--- src/rtl/core_way0_pkg.sv ---
// Shared types and widths for the way0 decode/execute boundary.
//   du_bundle_t  : decoded instruction bundle handed from DU to EX
//   skid_state_t : occupancy state of the 2-entry pipeline register
package core_way0_pkg;

    localparam int DATA_W   = 32;
    localparam int PID_W    = 2;
    localparam int OPCODE_W = 7;
    localparam int FUNCT3_W = 3;
    localparam int FUNCT7_W = 7;
    localparam int REG_W    = 5;
    localparam int SHAMT_W  = 5;

    typedef struct packed {
        logic [PID_W-1:0]    pID;
        logic [DATA_W-1:0]   instAddr;
        logic [REG_W-1:0]    rdAddr;
        logic                rdWriteEnable;
        logic [DATA_W-1:0]   rs1ReadData;
        logic [DATA_W-1:0]   rs2ReadData;
        logic [DATA_W-1:0]   imm;
        logic [OPCODE_W-1:0] opCode;
        logic [FUNCT3_W-1:0] funct3;
        logic [FUNCT7_W-1:0] funct7;
        logic [SHAMT_W-1:0]  shamt;
    } du_bundle_t;

    typedef enum logic [1:0] {
        EMPTY = 2'd0,
        ONE   = 2'd1,
        TWO   = 2'd2
    } skid_state_t;

endpackage

--- src/rtl/skid_buffer_2entry.sv ---
// Generic 2-entry skid buffer with valid/ready handshake on both sides and
// a synchronous flush.
//   clk, reset_n        : clock, asynchronous active-low reset
//   valid_i/ready_o     : upstream handshake, data_i sampled on accept
//   flush_i             : drop everything held and anything offered this cycle
//   valid_o/ready_i     : downstream handshake, data_o driven from entry M
//   occupancy_o         : number of held entries (0..2)
// ready_o is decoded from the state flops only, so there is no
// combinational path from ready_i to ready_o.
module skid_buffer_2entry #(
    parameter int W = 8
) (
    input  logic         clk,
    input  logic         reset_n,
    input  logic         valid_i,
    output logic         ready_o,
    input  logic         flush_i,
    input  logic [W-1:0] data_i,
    output logic         valid_o,
    input  logic         ready_i,
    output logic [W-1:0] data_o,
    output logic [1:0]   occupancy_o
);
    import core_way0_pkg::*;

    skid_state_t  state_q, state_d;
    logic [W-1:0] m_q, m_d;   // main entry, always the oldest held item
    logic [W-1:0] s_q, s_d;   // skid entry, only valid in TWO
    logic         acc, iss;

    assign ready_o = (state_q != TWO);
    assign valid_o = (state_q != EMPTY);
    assign acc     = valid_i & ready_o;
    assign iss     = valid_o & ready_i;

    // Stale M content is masked so nothing leaks while the output is invalid.
    assign data_o  = valid_o ? m_q : '0;

    always_comb begin
        occupancy_o = 2'd0;
        case (state_q)
            ONE:     occupancy_o = 2'd1;
            TWO:     occupancy_o = 2'd2;
            default: occupancy_o = 2'd0;
        endcase
    end

    always_comb begin
        state_d = state_q;
        m_d     = m_q;
        s_d     = s_q;
        if (flush_i) begin
            // Offered input is dropped; a completing issue needs no bookkeeping.
            state_d = EMPTY;
        end else begin
            case (state_q)
                EMPTY: begin
                    if (acc) begin
                        state_d = ONE;
                        m_d     = data_i;
                    end
                end
                ONE: begin
                    if (acc && iss) begin
                        m_d = data_i;
                    end else if (acc) begin
                        state_d = TWO;
                        s_d     = data_i;
                    end else if (iss) begin
                        state_d = EMPTY;
                    end
                end
                TWO: begin
                    // Promote the skid entry so FIFO order is preserved.
                    if (iss) begin
                        state_d = ONE;
                        m_d     = s_q;
                    end
                end
                default: state_d = EMPTY;
            endcase
        end
    end

    always_ff @(posedge clk or negedge reset_n) begin
        if (!reset_n) begin
            state_q <= EMPTY;
            m_q     <= '0;
            s_q     <= '0;
        end else begin
            state_q <= state_d;
            m_q     <= m_d;
            s_q     <= s_d;
        end
    end

endmodule

--- src/rtl/du_ex_register_way0.sv ---
// Pipeline register between DecoderUnit_way0 and the way0 execute unit.
// Packs the decoded fields into du_bundle_t, passes them through a 2-entry
// skid buffer and unpacks them bit-exact on the EX side.
//   clk, reset_n         : clock, asynchronous active-low reset
//   valid_i/ready_o      : DU side handshake
//   jumpFlag_i           : flush all held and offered instructions
//   *_i                  : decoded bundle from DU
//   valid_o/ready_i      : EX side handshake
//   *_o                  : registered bundle to EX
//   occupancy_o          : entries held (0..2)
module du_ex_register_way0 #(
    parameter int DATA_W = 32,
    parameter int PID_W  = 2
) (
    input  logic              clk,
    input  logic              reset_n,
    input  logic              valid_i,
    output logic              ready_o,
    input  logic              jumpFlag_i,
    input  logic [PID_W-1:0]  pID_i,
    input  logic [DATA_W-1:0] instAddr_i,
    input  logic [4:0]        rdAddr_i,
    input  logic              rdWriteEnable_i,
    input  logic [DATA_W-1:0] rs1ReadData_i,
    input  logic [DATA_W-1:0] rs2ReadData_i,
    input  logic [DATA_W-1:0] imm_i,
    input  logic [6:0]        opCode_i,
    input  logic [2:0]        funct3_i,
    input  logic [6:0]        funct7_i,
    input  logic [4:0]        shamt_i,
    output logic              valid_o,
    input  logic              ready_i,
    output logic [PID_W-1:0]  pID_o,
    output logic [DATA_W-1:0] instAddr_o,
    output logic [4:0]        rdAddr_o,
    output logic              rdWriteEnable_o,
    output logic [DATA_W-1:0] rs1ReadData_o,
    output logic [DATA_W-1:0] rs2ReadData_o,
    output logic [DATA_W-1:0] imm_o,
    output logic [6:0]        opCode_o,
    output logic [2:0]        funct3_o,
    output logic [6:0]        funct7_o,
    output logic [4:0]        shamt_o,
    output logic [1:0]        occupancy_o
);
    import core_way0_pkg::*;

    localparam int BW = $bits(du_bundle_t);

    du_bundle_t in_b, out_b;

    // Field order matches du_bundle_t declaration order.
    assign in_b = {pID_i, instAddr_i, rdAddr_i, rdWriteEnable_i,
                   rs1ReadData_i, rs2ReadData_i, imm_i,
                   opCode_i, funct3_i, funct7_i, shamt_i};

    skid_buffer_2entry #(.W(BW)) u_skid (
        .clk         (clk),
        .reset_n     (reset_n),
        .valid_i     (valid_i),
        .ready_o     (ready_o),
        .flush_i     (jumpFlag_i),
        .data_i      (in_b),
        .valid_o     (valid_o),
        .ready_i     (ready_i),
        .data_o      (out_b),
        .occupancy_o (occupancy_o)
    );

    assign pID_o           = out_b.pID;
    assign instAddr_o      = out_b.instAddr;
    assign rdAddr_o        = out_b.rdAddr;
    assign rdWriteEnable_o = out_b.rdWriteEnable;
    assign rs1ReadData_o   = out_b.rs1ReadData;
    assign rs2ReadData_o   = out_b.rs2ReadData;
    assign imm_o           = out_b.imm;
    assign opCode_o        = out_b.opCode;
    assign funct3_o        = out_b.funct3;
    assign funct7_o        = out_b.funct7;
    assign shamt_o         = out_b.shamt;

endmodule
--- config.mk ---
export PLATFORM = sky130hd
export DESIGN_NAME = du_ex_register_way0
export DESIGN_NICKNAME = d
export VERILOG_FILES = /design/src/rtl/core_way0_pkg.sv /design/src/rtl/skid_buffer_2entry.sv /design/src/rtl/du_ex_register_way0.sv
export SDC_FILE = /design/constraint.sdc
export NUM_CORES = 1
export LEC_CHECK = 0
export ABC_AREA = 1
export ABC_CLOCK_PERIOD_IN_PS = 1850
export CAP_MARGIN = 10
export CORE_UTILIZATION = 34
export CTS_BUF_LIST = sky130_fd_sc_hd__clkbuf_16
export DETAILED_ROUTE_END_ITERATION = 12
export PLACE_DENSITY = 0.59
export RECOVER_POWER = 25
export SYNTH_ARGS = -nofsm -noshare
export SYNTH_HDL_FRONTEND = slang
export SYNTH_SLANG_ARGS = --single-unit
--- constraint.sdc ---
create_clock -name clk -period 1.85 [get_ports clk]
set_input_delay 0.37 -clock clk [delete_from_list [all_inputs] [get_ports clk]]
set_output_delay 0.37 -clock clk [all_outputs]
set_load 0.005 [all_outputs]
== Yosys cells after proc, flatten, opt, wreduce, memory -nomap -nowiden ==
Index checks and enable logic that the tools add are counted.
Storage, ports and cells
  input port bits: 163
  register bits: 318
Operators by class
  reductions and logical operators: 7
  bitwise logic cells: 4
  eq/ne operators: 10
  muxes and demuxes: 13
Operator list (count)
  2-to-1 mux 158 bit: 4
  one-hot mux 158 bit (3 select lines): 1
  2-to-1 mux 2 bit: 6
  AND reduction 4 bit: 2
  != test 2 x 1 -> 1 bit, second input constant: 3
  != test 3 x 2 -> 1 bit, second input constant: 2
  one-hot mux 2 bit (3 select lines): 1
  AND reduction 5 bit: 1
  != test 4 x 2 -> 1 bit, second input constant: 1
  one-hot mux 2 bit (2 select lines): 1
  != test 3 bit, second input constant: 1
  nonzero test 3 bit: 1
  AND 1 bit: 2
  == test 2 x 1 -> 1 bit, second input constant: 1
  == test 2 bit, second input constant: 1
  zero test 2 bit: 1
  != test 2 bit, second input constant: 1
  NOT 1 bit: 2
  nonzero test 2 bit: 1
  logical AND 1 bit: 1

== Longest topological paths before layout ==
  word-level depth: 7
  gate-level depth with buffers: 9

== Least setup slack after synthesis ==
No wires, ideal clock.
  kind: flip-flop to output port
  from: register u_skid.state_q[0]
  to: output funct3_o[0]
  setup slack: 353 ps
  cell stages (with the launch flop): 7
  arrival time: 1127 ps
  cells stage by stage: dfrtp_1 inv_2 nand2_2 clkinv_1 clkbuf_1 buf_2 nor2_1
On the way
  cells in the longest elaborated chain, start to end: 2
Ends and longest elaborated chain
  start: declaration: RTL line skid_buffer_2entry.sv:26  | skid_state_t state_q, state_d;
  start signal: assignment: RTL line skid_buffer_2entry.sv:91  | state_q <= state_d;
  nonzero test 2 bit: RTL line skid_buffer_2entry.sv:32  | assign valid_o = (state_q != EMPTY);
  via valid_o: RTL line du_ex_register_way0.sv:31  | output logic valid_o,
  2-to-1 mux 158 bit: RTL line skid_buffer_2entry.sv:37  | assign data_o = valid_o ? m_q : '0;
  end: declaration: RTL line du_ex_register_way0.sv:41  | output logic [2:0] funct3_o,
The timed path passes the listed nets, and every way through them passes these cells.

== Worst setup path after layout ==
  from: register u_skid.state_q[0]
  to: output rs1ReadData_o[27]
On the way
  cells in the longest elaborated chain, start to end: 2
Ends and longest elaborated chain
  nonzero test 2 bit: RTL line skid_buffer_2entry.sv:32
  2-to-1 mux 158 bit: RTL line skid_buffer_2entry.sv:37
  end: declaration: RTL line du_ex_register_way0.sv:37  | output logic [DATA_W-1:0] rs1ReadData_o,
No other way between the ends.

==> impl_metrics.csv <==
group,metric,value,unit
logic_synthesis,synth.net_count,2053,
finish,finalInstanceArea,0.0219,mm^2
die,die_x,212,um
grt,grt_pass1_wl,65600,um
power,power_leakage,11.3,nW
worst_setup_path,cp_num_buf_inv,6,
timing,worst_slack,-0.333,ns
timing,slew_violations,0,
cts,root_buffer,"clkbuf_16",
status,status,"finished with violations",
cts,cts_buffer_depth,3,
worst_setup_path,cp_max_fo,7,
placed_design,dp_hpwl,26800,um
worst_hold_path,hold_depth,3,
die,die_area,0.0450,mm^2
placed_design,place.port_buffers,324,
logic_synthesis,yosysSeqAreaShare,0.530,
cts,cts_sinks,318,
die,die_h,212,um
worst_setup_path,worstPathRequired,1.48,ns
routing,dr.pass1.iters,7,
worst_setup_path,cp.arrival,1.81,ns
worst_hold_path,hold_start,"rs2ReadData_i[30]",
timing,tightest_slew,0.944,ns
timing,fin_skew,0.0150,ns
finish,nets,2454,
timing,fin_crit_sh,1.18,
worst_setup_path,reg2reg_depth,14,
logic_synthesis,ys_seq_elements,318,
die,design.portCount,325,
finish,instances_no_fill,2907,
grt,overflow,0,
routing,via_count,13300,
routing,vias_per_cell,4.57,
worst_hold_path,hold_class,"in2reg",
worst_setup_path,r2r-start,"u_skid.state_q[0]",
logic_synthesis,postSynthCellCount,1890,
grt,grt_max_degree,167,
placed_design,preCtsSetupSlack,-0.148,ns
worst_setup_path,rr_endpoint,"u_skid.m_q[2]",
timing,setup_violations,318,
timing,relSlewSlack,0.370,
grt,antenna_found_initial,2,
status,violations,"setup timing",
die,core_area,0.0433,mm^2
power,intPower,16.2,mW
die,initial_core_util,0.347,
timing,finalHoldViolations,0,
routing,wirelength,44800,um
die,rows,76,
placed_design,dp_cells,2746,
timing,fin_crit,2.18,ns
grt,track_usage,0.184,
worst_hold_path,holdPathEnd,"u_skid.s_q[84]",
worst_setup_path,setup.worst_path.end_class,"output port",
power,p_comb_frac,0.291,
power,seq_power_share,0.426,
cts,cts_max_level,2,
worst_setup_path,crit_start,"u_skid.state_q[0]",
grt,grt_pass1_vias,12500,
worst_setup_path,critPathMaxStageDelay,0.41,ns
logic_synthesis,synth.avg_cell_area,7.94,um^2
finish,synthToLayoutAreaGrowth,45.6,%
finish,drive_gt1_frac,0.242,
routing,wire_per_inst,15.4,um
timing,tns,-54.28,ns
worst_setup_path,crit_type,"reg2out",
power,swShare,0.315,
power,switching_power,7.42,mW
cts,cts_tree,"built",
cts,clkTransAtPathRegs,0.06,ns
finish,final_util,0.505,
timing,rsz0062_at_grt,"true",
worst_setup_path,ff2ff_setup_slack,-0.20,ns
power,ir_drop,0.000698,V
routing,drc,0,
power,p_per_area,1080,mW/mm^2
flow_run,drv_cap,0,
finish,nFillCells,4064,
logic_synthesis,syn_area,0.0150,mm^2
worst_setup_path,critPathTopFamily,"buffers and inverters",
timing,whs,0.407,ns
timing,fmax,458,MHz
power,p_clk_frac,0.284,
routing,final_antenna_net_count,0,
placed_design,gp_congestion,0.796,
cts,cts_made_buffers,37,
cts,clk_latency,0.53,ns
routing,drt_iter0_markers,807,
worst_setup_path,path_cells,"inv_4 > nand2_8 > inv_16 > buf_12 > buf_16 > buf_4 > nor2_2 > buf_2",
logic_synthesis,synth_warnings,0,
logic_synthesis,synth_cell_types,19,
worst_setup_path,slowest_stage,"dfrtp_1",
worst_setup_path,critPathLaunchType,"flop",
placed_design,place_area,0.0191,mm^2
power,power,23.6,mW
-- registers in the layout, summed over array words and instances, names as in the netlist --
signal / flops
u_skid.s_q: 158
u_skid.m_q: 158
u_skid.state_q: 2
-- cell usage in the layout (no fill, tap or decap), types with 7 or more instances in the layout --
cell / instances
nor2_1: 29
buf_6: 33
nor2_4: 53
clkdlybuf4s50_1: 161
nand2_1: 480
o21ai_2: 51
nor2_2: 78
buf_2: 101
buf_16: 19
clkinv_2: 11
clkbuf_16: 61
clkinv_1: 7
inv_1: 327
buf_4: 43
o21ai_1: 101
clkbuf_2: 48
o21ai_0: 322
buf_12: 38
dfrtp_1: 318
-- per-layer routing --
| metal | vias to the layer above | part of all wire | track usage |
|---|---|---|---|
| met1 | 6262 | 0.44 | 0.246 |
| met2 | 347 | 0.48 | 0.294 |
| met5 | - | 0 | 0 |
| li1 | 6608 | - | - |
| met4 | 0 | 0.024 | 0.0705 |
| met3 | 66 | 0.054 | 0.0349 |
-- repair_timing --
| item | in CTS | in global routing |
|---|---|---|
| gates cloned | 13 | 28 |
| pin swaps | 2 | 6 |
| hold endpoints to repair | 38 | 0 |
| endpoints found under the setup margin | 162 | 211 |
| buffers inserted | 20 | 32 |
| hold buffers | 1 | 0 |
| gates resized for setup | 462 | 434 |
-- layout make-up --
cell class | count | area [um^2] | area share
inverters | 323 | 1230 | 0.0563
repair inverters | 1 | 16.3 | 0.000744
diodes | 3 | 7.51 | 0.000344
repair buffers | 482 | 5110 | 0.234
clock buffers | 37 | 926 | 0.0424
flip-flops and latches | 318 | 7960 | 0.364
multi-input cells | 1128 | 5710 | 0.261
well taps | 585 | 732 | 0.0335
clock inverters | 30 | 166 | 0.00762
-- cells in the mapped netlist --
master,n,area share
inv_2,2,0.00050
clkinv_1,1,0.00025
nor2_1,159,0.040
o21ai_0,354,0.12
nor2_2,1,0.00042
nand4_1,1,0.00042
inv_1,320,0.080
nand2_1,486,0.12
clkbuf_1,32,0.0080
buf_6,30,0.023
o21ai_2,50,0.029
buf_2,46,0.015
dfrtp_1,318,0.53
nand2_2,2,0.00083
nand3_4,1,0.0012
nand3_2,1,0.00067
o21ai_1,70,0.023
buf_4,13,0.0065
nand3_1,3,0.0010
-- logic make-up (layout without fill, tap and decap cells) --
kind of cell           count (synthesis)  in the layout  synth area share
AOI/OAI and AO/OA                    474            474             0.171
other                                  0              3                 0
buffers and inverters                444            873             0.133
and+or+nand+nor                      654            654             0.166
DFF                                  318            318             0.530
-- how the worst max path moves through the flow --
stage	endpoint	slack (ns)	cells past startpoint
global placement	rs1ReadData_o[15]	-0.09	6
floorplan	funct3_o[0]	0.35	6
finish	rs1ReadData_o[27]	-0.33	8
detailed placement	imm_o[21]	-0.15	6
CTS	imm_o[24]	-0.39	9
global route	rs1ReadData_o[27]	-0.40	8
-- worst reg2reg max path: stages (launching register included) --
cell,delay [ns]
dfrtp_1,0.41
inv_4,0.10
buf_4,0.11
buf_6,0.08
buf_6,0.08
buf_6,0.10
nand2_8,0.08
buf_6,0.13
nand2_4,0.05
nand3_4,0.11
buf_12,0.17
clkbuf_16,0.16
buf_12,0.15
nand2_1,0.08
o21ai_0,0.10
-- power by group through the flow --
stage	Clock [mW]	Sequential (mW)	Combinational [mW]
finish	6.68	10.0	6.85
floorplan	0	9.81	3.02
global placement	0	10.0	5.30
global route	7.16	10.3	7.65
CTS	6.89	10.0	5.92
detailed placement	0	10.1	5.43
Power figures use the tool's default switching activity.
